[src/rtl/tetron_rotator.sv]
// Tetromino rotation engine: owns piece/rotation state and runs a multi-cycle
// candidate/check/commit transaction. Optional wall kicks under TETRON_WALL_KICK_EN.
module tetron_rotator #(
    parameter int OFS_W   = 5,
    parameter int N_KICKS = 3
) (
    input  logic                 clk_i,
    input  logic                 rst_i,
    input  logic [2:0]           piece_type_i,
    input  logic                 spawn_i,
    input  logic                 rot_req_i,
    input  logic                 rot_dir_i,
    output logic                 rot_busy_o,
    output logic                 cand_valid_o,
    output logic [4*OFS_W-1:0]   cand_voffset_o,
    output logic [4*OFS_W-1:0]   cand_hoffset_o,
    output logic [OFS_W-1:0]     cand_hshift_o,
    input  logic                 chk_done_i,
    input  logic                 chk_collide_i,
    output logic [4*OFS_W-1:0]   cur_voffset_o,
    output logic [4*OFS_W-1:0]   cur_hoffset_o,
    output logic [1:0]           cur_rotation_o,
    output logic [2:0]           cur_piece_o,
    output logic                 rot_done_o,
    output logic                 rot_ok_o,
    output logic [OFS_W-1:0]     kick_hshift_o
);

`ifdef TETRON_WALL_KICK_EN
    localparam int MAX_K = N_KICKS;
`else
    localparam int MAX_K = 1;
`endif
    localparam logic [2:0] LAST_K = 3'(MAX_K - 1);

    localparam logic [2:0] Z0 = 3'b000;
    localparam logic [2:0] P1 = 3'b001;
    localparam logic [2:0] P2 = 3'b010;
    localparam logic [2:0] N1 = 3'b111;

    typedef enum logic [2:0] {
        S_IDLE   = 3'd0,
        S_CALC   = 3'd1,
        S_WAIT   = 3'd2,
        S_COMMIT = 3'd3,
        S_REJECT = 3'd4
    } state_t;

    typedef logic [3:0][OFS_W-1:0] ofs4_t;

    // Rotation-0 vertical offsets, packed {blk4,blk3,blk2,blk1} as 3-bit signed.
    function automatic logic [11:0] shape_v(input logic [2:0] p);
        case (p)
            3'd0:    shape_v = {Z0, Z0, Z0, Z0};
            3'd1:    shape_v = {P1, P1, Z0, Z0};
            3'd2:    shape_v = {N1, Z0, Z0, Z0};
            3'd3:    shape_v = {N1, N1, Z0, Z0};
            3'd4:    shape_v = {N1, N1, Z0, Z0};
            3'd5:    shape_v = {N1, Z0, Z0, Z0};
            3'd6:    shape_v = {N1, Z0, Z0, Z0};
            default: shape_v = {Z0, Z0, Z0, Z0};
        endcase
    endfunction

    function automatic logic [11:0] shape_h(input logic [2:0] p);
        case (p)
            3'd0:    shape_h = {P2, P1, Z0, N1};
            3'd1:    shape_h = {P1, Z0, P1, Z0};
            3'd2:    shape_h = {Z0, P1, N1, Z0};
            3'd3:    shape_h = {P1, Z0, N1, Z0};
            3'd4:    shape_h = {N1, Z0, P1, Z0};
            3'd5:    shape_h = {N1, P1, N1, Z0};
            3'd6:    shape_h = {P1, P1, N1, Z0};
            default: shape_h = {Z0, Z0, Z0, Z0};
        endcase
    endfunction

    function automatic ofs4_t expand(input logic [11:0] s);
        for (int b = 0; b < 4; b++) begin
            expand[b] = OFS_W'($signed(s[3*b +: 3]));
        end
    endfunction

    // Trial order 0, -1, +1, -2, +2; constant 0 when kicks are compiled out.
    function automatic logic [OFS_W-1:0] kick_shift(input logic [2:0] k);
`ifdef TETRON_WALL_KICK_EN
        case (k)
            3'd0:    kick_shift = {OFS_W{1'b0}};
            3'd1:    kick_shift = {OFS_W{1'b1}};
            3'd2:    kick_shift = OFS_W'(1);
            3'd3:    kick_shift = {{(OFS_W-1){1'b1}}, 1'b0};
            3'd4:    kick_shift = OFS_W'(2);
            default: kick_shift = {OFS_W{1'b0}};
        endcase
`else
        kick_shift = {OFS_W{1'b0}} & {OFS_W{k[0] & 1'b0}};
`endif
    endfunction

    state_t             state_q;
    logic [2:0]         k_q;
    logic               dir_q;
    logic               busy_q;
    logic               cand_valid_q;
    logic               rot_done_q;
    logic               rot_ok_q;
    ofs4_t              cand_v_q;
    ofs4_t              cand_h_q;
    logic [OFS_W-1:0]   cand_hs_q;
    ofs4_t              cur_v_q;
    ofs4_t              cur_h_q;
    logic [1:0]         cur_rot_q;
    logic [2:0]         cur_piece_q;
    logic [OFS_W-1:0]   kick_q;
    ofs4_t              cand_v_d;
    ofs4_t              cand_h_d;

    // Rotated candidate from the committed offsets; O keeps its shape.
    always_comb begin
        cand_v_d = cur_v_q;
        cand_h_d = cur_h_q;
        for (int b = 0; b < 4; b++) begin
            if (cur_piece_q == 3'd1) begin
                cand_v_d[b] = cur_v_q[b];
                cand_h_d[b] = cur_h_q[b];
            end else if (dir_q == 1'b0) begin
                cand_v_d[b] = cur_h_q[b];
                cand_h_d[b] = -cur_v_q[b];
            end else begin
                cand_v_d[b] = -cur_h_q[b];
                cand_h_d[b] = cur_v_q[b];
            end
        end
    end

    // Transaction FSM with all outputs registered; spawn aborts from any state.
    always_ff @(posedge clk_i) begin
        if (rst_i) begin
            state_q      <= S_IDLE;
            k_q          <= 3'd0;
            dir_q        <= 1'b0;
            busy_q       <= 1'b0;
            cand_valid_q <= 1'b0;
            rot_done_q   <= 1'b0;
            rot_ok_q     <= 1'b0;
            cand_v_q     <= '0;
            cand_h_q     <= '0;
            cand_hs_q    <= '0;
            cur_v_q      <= '0;
            cur_h_q      <= '0;
            cur_rot_q    <= 2'd0;
            cur_piece_q  <= 3'd7;
            kick_q       <= '0;
        end else if (spawn_i) begin
            state_q      <= S_IDLE;
            k_q          <= 3'd0;
            busy_q       <= 1'b0;
            cand_valid_q <= 1'b0;
            rot_done_q   <= 1'b0;
            rot_ok_q     <= 1'b0;
            cur_piece_q  <= piece_type_i;
            cur_v_q      <= expand(shape_v(piece_type_i));
            cur_h_q      <= expand(shape_h(piece_type_i));
            cur_rot_q    <= 2'd0;
            kick_q       <= '0;
        end else begin
            case (state_q)
                S_IDLE: begin
                    rot_done_q <= 1'b0;
                    rot_ok_q   <= 1'b0;
                    if (rot_req_i) begin
                        dir_q  <= rot_dir_i;
                        k_q    <= 3'd0;
                        busy_q <= 1'b1;
                        if (cur_piece_q == 3'd7) begin
                            rot_done_q <= 1'b1;
                            state_q    <= S_REJECT;
                        end else begin
                            state_q <= S_CALC;
                        end
                    end
                end
                S_CALC: begin
                    cand_v_q     <= cand_v_d;
                    cand_h_q     <= cand_h_d;
                    cand_hs_q    <= kick_shift(k_q);
                    cand_valid_q <= 1'b1;
                    state_q      <= S_WAIT;
                end
                S_WAIT: begin
                    if (chk_done_i) begin
                        cand_valid_q <= 1'b0;
                        if (!chk_collide_i) begin
                            cur_v_q    <= cand_v_q;
                            cur_h_q    <= cand_h_q;
                            cur_rot_q  <= dir_q ? (cur_rot_q - 2'd1) : (cur_rot_q + 2'd1);
                            kick_q     <= cand_hs_q;
                            rot_done_q <= 1'b1;
                            rot_ok_q   <= 1'b1;
                            state_q    <= S_COMMIT;
                        end else if (k_q != LAST_K) begin
                            k_q     <= k_q + 3'd1;
                            state_q <= S_CALC;
                        end else begin
                            rot_done_q <= 1'b1;
                            rot_ok_q   <= 1'b0;
                            state_q    <= S_REJECT;
                        end
                    end
                end
                S_COMMIT, S_REJECT: begin
                    rot_done_q <= 1'b0;
                    rot_ok_q   <= 1'b0;
                    busy_q     <= 1'b0;
                    state_q    <= S_IDLE;
                end
                default: begin
                    busy_q       <= 1'b0;
                    cand_valid_q <= 1'b0;
                    rot_done_q   <= 1'b0;
                    rot_ok_q     <= 1'b0;
                    state_q      <= S_IDLE;
                end
            endcase
        end
    end

    assign rot_busy_o     = busy_q;
    assign cand_valid_o   = cand_valid_q;
    assign cand_voffset_o = cand_v_q;
    assign cand_hoffset_o = cand_h_q;
    assign cand_hshift_o  = cand_hs_q;
    assign cur_voffset_o  = cur_v_q;
    assign cur_hoffset_o  = cur_h_q;
    assign cur_rotation_o = cur_rot_q;
    assign cur_piece_o    = cur_piece_q;
    assign rot_done_o     = rot_done_q;
    assign rot_ok_o       = rot_ok_q;
    assign kick_hshift_o  = kick_q;

endmodule
[config.mk]
export PLATFORM = sky130hd
export DESIGN_NAME = tetron_rotator
export DESIGN_NICKNAME = d
export VERILOG_FILES = /design/src/rtl/tetron_rotator.sv
export SDC_FILE = /design/constraint.sdc
export NUM_CORES = 1
export LEC_CHECK = 0
export CAP_MARGIN = 20
export CORE_UTILIZATION = 50
export DETAILED_ROUTE_END_ITERATION = 6
export GPL_TIMING_DRIVEN = 1
export PLACE_DENSITY = 0.84
export SYNTH_ARGS = -nofsm -noshare
export SYNTH_HDL_FRONTEND = slang
export SYNTH_SLANG_ARGS = --single-unit
[constraint.sdc]
create_clock -name clk_i -period 4.6 [get_ports clk_i]
set_input_delay 0.69 -clock clk_i [delete_from_list [all_inputs] [get_ports clk_i]]
set_output_delay 0.69 -clock clk_i [all_outputs]
set_load 0.05 [all_outputs]
==> impl_results.md, run 1 <==
- Status: finished clean
- Hold depth: 2
- Hold endpoint: cur_voffset_o[0]
- Crit path arrival time: approximately 3300 ps
- Area leader, netlist: dfxtp_1
- Total CTS buffers: 9
- Cts hold-fix bufs: 0
- Global-route wire length before repair: around 22,000 um
- EDFF count, synth: 0
- R2R Path End: cur_hoffset_o[2]
- Fillers: approximately 800
- Die Y: ~100 um
- CTS root buf: clkbuf_8
- DR WL/cell: ~17 um
- #FFs+latches synth: 96
- Pre-CTS setup slack: 1280 ps
- Post-synth top area share: 39.2%
- XOR/XNOR share of the synthesized area: roughly 4.1%
- Ys async rst share: 0%
- CP max stage cell: clkdlybuf4s50_1
- Grt total ovfl: 0
- Mux cell area share after synthesis: between 1 and 1.5%
- Fin crit share: 65.3%
- Post-DR vias/cell: just under 6
- IO Port Bufs: around 100
- Area Growth Syn to Fin: 24.6%
- Placer Congestion: about 0.89
- Core Area: about 0.0094 mm2
- CP Capture Type: flop
- Tightest Pin Transition: about 1100 ps
- # setup viols final: 0
- Post-synthesis simple-gate area fraction: around a quarter
- Setup ws final: approximately 1600 ps
- Final worst path period need: 3000 ps
- GRT Overall Usage: 27.5%
- Hold Vio Cnt, Final: 0
- Mapped cell area: ~0.005 mm2
- Largest net degree at the start of global routing: 70
- Inst Count DP: roughly 800
- Initial antenna violation count: 0
- CTS sink count: 96
- Largest cells by area after synthesis: dfxtp_1, nand2_1, a21oi_1
- Num rows: 35
- Maximum VDD drop: 203 uV
- Post-CTS setup buffer count: 0
- Crit path max fanout: 37
- Max incr delay on CP: between 700 and 800 ps
- Antenna-violating nets left: 0
- Die Wd: just over 100 um
- ANT cells: 0
- Via Count: roughly 4.8k
- PwrDens: 309 mW/mm2
- Fin. max-slew vios: 0
- Layout cells sized above 1: slightly below 6%
- Max Freq: between 300 and 400 MHz
- Pre-Repair DR Iteration Count: 5
- Vias in the first global route: around 4.5k
- # IOs: approximately 110
- Yosys Warn Count: 0
- Die ar.: between 0.01 and 0.015 mm2
- Setup Skew: around 19 ps
- Wirelength, routed: roughly 14,000 um
- Dominant cell by count in the synthesized netlist: nand2_1
- Static Leak: 2.05 nW
- CTS tree: built
- CP cell instances: clkdlybuf4s50_1 > nor2_1 > nand2_2 > or3_1 > o221ai_1
- Post-synth top cells: nand2_1, dfxtp_1, a21oi_1
- Critical path startpoint category: input port
- Netlist cell types: 52
- CTS resizes: 0
- Mapped Cells: around 620
- Hold Crit Class: reg -> reg
- Layout Cells excl Fill: between 800 and 900
- RR Startpoint: state_q[2]
- DRT iter0 DRCs: about 340
- Worst Path Buf+Inv: 1
- Worst-Skew Late Latency: 380 ps
- Max-cap violations: 0
- Post-synth top flop: dfxtp_1
- Unrepaired setup endpoints after global routing: no
- Drt drc: 0
- Clock-pin transition on the worst setup and hold timing paths: approximately 90 ps
- Worst path required time: 4870 ps
- Post-Syn Area per Cell: roughly 8.0 um2
- Kind of critical path: in -> reg
- Worst R2R Path Depth: 5
- Hpwl dp: 9620 um
- Proportion of synthesized chip area in sequential cells: roughly two fifths
- Slew headroom: approximately 26%
- Post-synthesis compound-gate area fraction: between 20% and 30%
- Starting Density: 52.3%
- Crit path max-delay family: simple AND/OR/NAND/NOR gates
- Reg2reg setup slack: 2170 ps
- Largest family of logic cells by synthesized area: simple AND/OR/NAND/NOR gates
- Total negative setup slack: 0 ps
- H-tree depth: 3
- Worst Hold Launch: cand_voffset_o[0]
- Layout Nets: just over 700
- CTS max path bufs: 2
- Post-Synth Adder-Cell Area: under 10%
[cell type report]
class	instances	area (um2)	share of cell area (%)
clock buffer	10	138	2.25
clock inverter	6	113	1.84
inverter	25	93.8	1.53
multi-input combinational	448	2650	43.3
sequential	96	1920	31.4
tap	129	161	2.64
timing repair buffer	106	1040	16.9
[routing by layer]
layer  vias up  wire, um  track usage [%]  share of wire, %
met3        43      1030             4.65               7.4
met4         0       452             15.1               3.2
met2       241      6760             46.3                49
met1      2235      5680             33.3                41
li1       2253         -                -                 -
met5         -         0                0                 0
[worst max-delay path by stage]
stage | start | cells after the start | endpoint | slack [ps]
2_1_floorplan | cur_piece_o[0] | 4 | cand_voffset_o[0] | 2780
3_3_place_gp | spawn_i | 5 | cand_hoffset_o[14] | 1390
3_5_place_dp | spawn_i | 5 | cand_hoffset_o[19] | 1280
4_1_cts | spawn_i | 5 | cand_voffset_o[4] | 1660
5_1_grt | spawn_i | 5 | cand_hoffset_o[19] | 1450
6_report | spawn_i | 5 | cand_hoffset_o[19] | 1600
[registers in the layout, summed over array words and instances, names as in the netlist, 2 cells and up]
name,cells
cur_piece_o,3
k_q,3
cand_voffset_o,20
cur_voffset_o,20
state_q,3
cur_rotation_o,2
cand_hoffset_o,20
cur_hoffset_o,20
[layout by cell type, fill, tap and decap left out, types with 13 or more instances in the layout]
cell | synthesis | routed
clkdlybuf4s50_1 | 0 | 97
nor2_1 | 31 | 31
inv_1 | 24 | 24
nand2_1 | 135 | 135
o21ai_0 | 13 | 13
a31oi_1 | 28 | 28
xnor2_1 | 18 | 18
dfxtp_1 | 96 | 96
a21oi_1 | 47 | 47
nand3b_1 | 13 | 13
nand2b_1 | 21 | 21
o211ai_1 | 20 | 20
[worst min-delay path, stage by stage, from the launching register on]
cell and delay (ps):
dfxtp_1 330, nand2_1 60, a21oi_1 50
[logic make-up (layout without fill, tap and decap cells)]
| kind of cell | Yosys count | after routing |
|---|---|---|
| other | 1 | 10 |
| DFF | 96 | 96 |
| buffers and inverters | 81 | 147 |
| xor gates and xnor gates | 23 | 23 |
| and+or+nand+nor | 243 | 243 |
| muxes | 6 | 6 |
| AOI/OAI and AO/OA | 156 | 156 |
| adders and majority gates | 10 | 10 |
[per-stage QoR]
step | hold WS, ps | util, % | power (mW) | area, um2
2_1_floorplan | 449 | - | 1.13 | 4940
5_1_grt | 497 | 65.2 | 1.95 | 6110
4_1_cts | 484 | 65.2 | 1.89 | 6110
6_report | 484 | 65.2 | 1.89 | 6110
3_3_place_gp | 459 | 62.6 | 1.21 | 5860
3_5_place_dp | 469 | 62.6 | 1.22 | 5860
[power by group]
group	switching [mW]	leakage [nW]	internal, mW
logic	0.206	1.14	0.102
clock network	0.309	0.127	0.379
registers	0.0382	0.781	0.855
total	0.553	2.05	1.34
Note: power is estimated with default switching activity, not from simulation.
==> run 2: changes to the inputs <==
--- a/config.mk
+++ b/config.mk
@@ -6,10 +6,10 @@
 export NUM_CORES = 1
 export LEC_CHECK = 0
 export CAP_MARGIN = 20
-export CORE_UTILIZATION = 50
+export CORE_UTILIZATION = 46
 export DETAILED_ROUTE_END_ITERATION = 6
 export GPL_TIMING_DRIVEN = 1
-export PLACE_DENSITY = 0.84
+export PLACE_DENSITY = 0.82
 export SYNTH_ARGS = -nofsm -noshare
 export SYNTH_HDL_FRONTEND = slang
 export SYNTH_SLANG_ARGS = --single-unit
==> constraint.sdc (replaced) <==
create_clock -name clk_i -period 2.5 [get_ports clk_i]
set_input_delay 0.375 -clock clk_i [delete_from_list [all_inputs] [get_ports clk_i]]
set_output_delay 0.375 -clock clk_i [all_outputs]
set_load 0.05 [all_outputs]
==> run 2 against run 1 <==
Global-route usage down 1.4 points. Clock power up 85%. Hold slack worse by 89 ps. Sequential share of layout area down 0.44 points. Critical path depth down 4. Worst setup slack worse by 1200 ps. Cell count up 1.7%. Clock-buffer cell count down 1. Non-clock buffer count up 7. Via count up 0.54%. Largest cell class unchanged.
==> impl_results.md, run 2 (synthesized netlist as in run 1, its figures left out) <==
- Unrepaired setup endpoints after global routing: no
- Layout cells sized above 1: 6.73% (+0.94 points)
- Status: finished clean
- Fin. max-slew vios: 0 (unchanged)
- Internal power: 2.45 mW (+83%)
- DR WL/cell: 17.3 um (+1.9%)
- Initial antenna violation count: 0 (unchanged)
- Maximum VDD drop: 357 uV (+76%)
- Drt drc: 0 (unchanged)
- Commonest cells after routing, fill and taps aside: nand2_1, clkdlybuf4s50_1, dfxtp_1
- Worst path required time: 2120 ps (-2750 ps)
- Hold Slack: 396 ps (-88.6 ps)
- Clock-pin transition on the worst setup and hold timing paths: 100 ps (about the same)
- PwrDens: 564 mW/mm2 (+82%)
- Max-cap violations: 0 (unchanged)
- DRT iter0 DRCs: 441 (+30%)
- CP max stage cell: clkdlybuf4s50_1
- CP Capture Type: output pin
- Reg2reg setup slack: 680 ps (-1490 ps)
- Placer Congestion: 0.934 (+5.2%)
- Tightest Pin Transition: 668 ps (-444 ps)
- Kind of critical path: reg -> out
- Post-DR vias/cell: 5.75 (-1.1%)
- Grt total ovfl: 0 (unchanged)
- Setup Skew: 12.7 ps (-5.86 ps)
- Worst Path Buf+Inv: 1 (unchanged)
- Via Count: 4,798 (+0.54%)
- Die Wd: 105 um (+4.2%)
- Core Area: 0.0103 mm2 (+10%)
- Cts hold-fix bufs: 0 (unchanged)
- Crit path max-delay family: buffers and inverters
- Hold Crit Class: in -> reg
- Antenna-violating nets left: 0 (unchanged)
- Die Y: 105 um (+4.2%)
- Fin crit share: between 80% and 90%
- GRT Overall Usage: 26.1% (-1.4 points)
- IO Port Bufs: 98 (unchanged)
- H-tree depth: 3 (unchanged)
- Critical path startpoint category: flop
- Net Sw Frac: 29.9% (+0.67 points)
- CTS tree: built
- Max incr delay on CP: 870 ps (+90 ps)
- Num rows: 37 (+5.7%)
- Starting Density: 47.5% (-4.8 points)
- Area Growth Syn to Fin: 26.4%
- Vias in the first global route: 4,461 (-0.69%)
- Combinational share of power: 16.6% (+0.3 points)
- CP cell instances: clkdlybuf4s50_1
- Static Leak: 2.09 nW (+1.8%)
- Commonest non-fill, non-tap cell in the layout: nand2_1
- Global-route wire length before repair: 22,800 um (+4.7%)
- Crit path max fanout: 6 (-84%)
- # IOs: 109 (unchanged)
- CTS sink count: 96 (unchanged)
- Wirelength, routed: 14,400 um (+3.6%)
- Max Freq: around 470 MHz
- Clk pwr share: 36.4% (about the same)
- ANT cells: 0 (unchanged)
- CTS max path bufs: 2 (unchanged)
- Total CTS buffers: 9 (unchanged)
- Pre-CTS setup slack: 436 ps (-847 ps)
- Crit path arrival time: 1730 ps (-1550 ps)
- Final worst path period need: about 2100 ps
- Layout Nets: 713 (+0.99%)
- Hpwl dp: 9870 um (+2.6%)
- CTS root buf: clkbuf_8
- Total negative setup slack: 0 ps (unchanged)
- Pre-Repair DR Iteration Count: 6 (+1)
- Sequential power share: 47.0% (-0.3 points)
- Post-CTS setup buffer count: 0 (unchanged)
- Worst-Skew Late Latency: 380 ps (about the same)
- Hold Vio Cnt, Final: 0 (unchanged)
- Largest net degree at the start of global routing: 42 (-40%)
- Slew headroom: 55.5% (+30 points)
- Total chip power: 3.49 mW (+85%)
- # setup viols final: 0 (unchanged)
- Final core utilization: 60.1% (-5.2 points)
- Net switching power: 1.05 mW (+89%)
- Setup ws final: 394 ps (-1200 ps)
- Die ar.: 0.0111 mm2 (+8.5%)
- CTS resizes: 0 (unchanged)
-- run 2: cell count changes in the layout (fill, tap and decap cells not counted), sizes merged --
cell      previous run  this run
buf                  9        16
clkbuf              10         9
clkinv               2         1
clkinvlp             0         1
inv                 26        27
-- run 2: cell type report --
class | count | area [um2]
repair buffers | 113 | 1110
multi-input cells | 448 | 2650
flip-flops and latches | 96 | 1920
well taps | 136 | 170
inverters | 25 | 93.8
fillers | 903 | 4120
clock inverters | 7 | 126
clock buffers | 9 | 124
-- run 2: worst register-to-register path: cells and delay by family (launching register included) --
family / cells / cell delay [ps]
DFF: 1 / 510
and+or+nand+nor: 3 / 920
AOI/OAI and AO/OA: 1 / 300
-- run 2: per-layer routing --
layer / share of wire (%) / routed length, um / track usage, % / vias up
li1: - / - / - / 2258
met1: 41 / 5870 / 33.3 / 2237
met2: 48 / 6850 / 42.3 / 269
met3: 8.6 / 1240 / 4.76 / 34
met4: 3.2 / 461 / 12.7 / 0
met5: 0 / 0 / 0 / -
-- run 2: power groups by stage --
stage          registers, mW  logic, mW  clock network [mW]
2_1_floorplan           1.80      0.274                   0
3_3_place_gp            1.67      0.558                   0
3_5_place_dp            1.68      0.571                   0
4_1_cts                 1.64      0.576                1.28
5_1_grt                 1.65      0.613                1.34
6_report                1.64      0.580                1.27
-- run 2: final timing paths --
kind / to / start / cells past startpoint
worst max-delay path: cur_hoffset_o[17] / cur_hoffset_o[17] / 1
worst min-delay path: cand_voffset_o[17] / rst_i / 2
worst max register to register: cand_hoffset_o[3] / state_q[0] / 4
worst min register to register: cur_voffset_o[3] / cand_voffset_o[3] / 2
-- run 2: stage by stage --
stage	instance area, um2	std cells
final	6200	834
after global placement	5950	818
after detailed placement	5950	818
after floorplan	4940	625
after CTS	6200	834
after global routing	6200	834
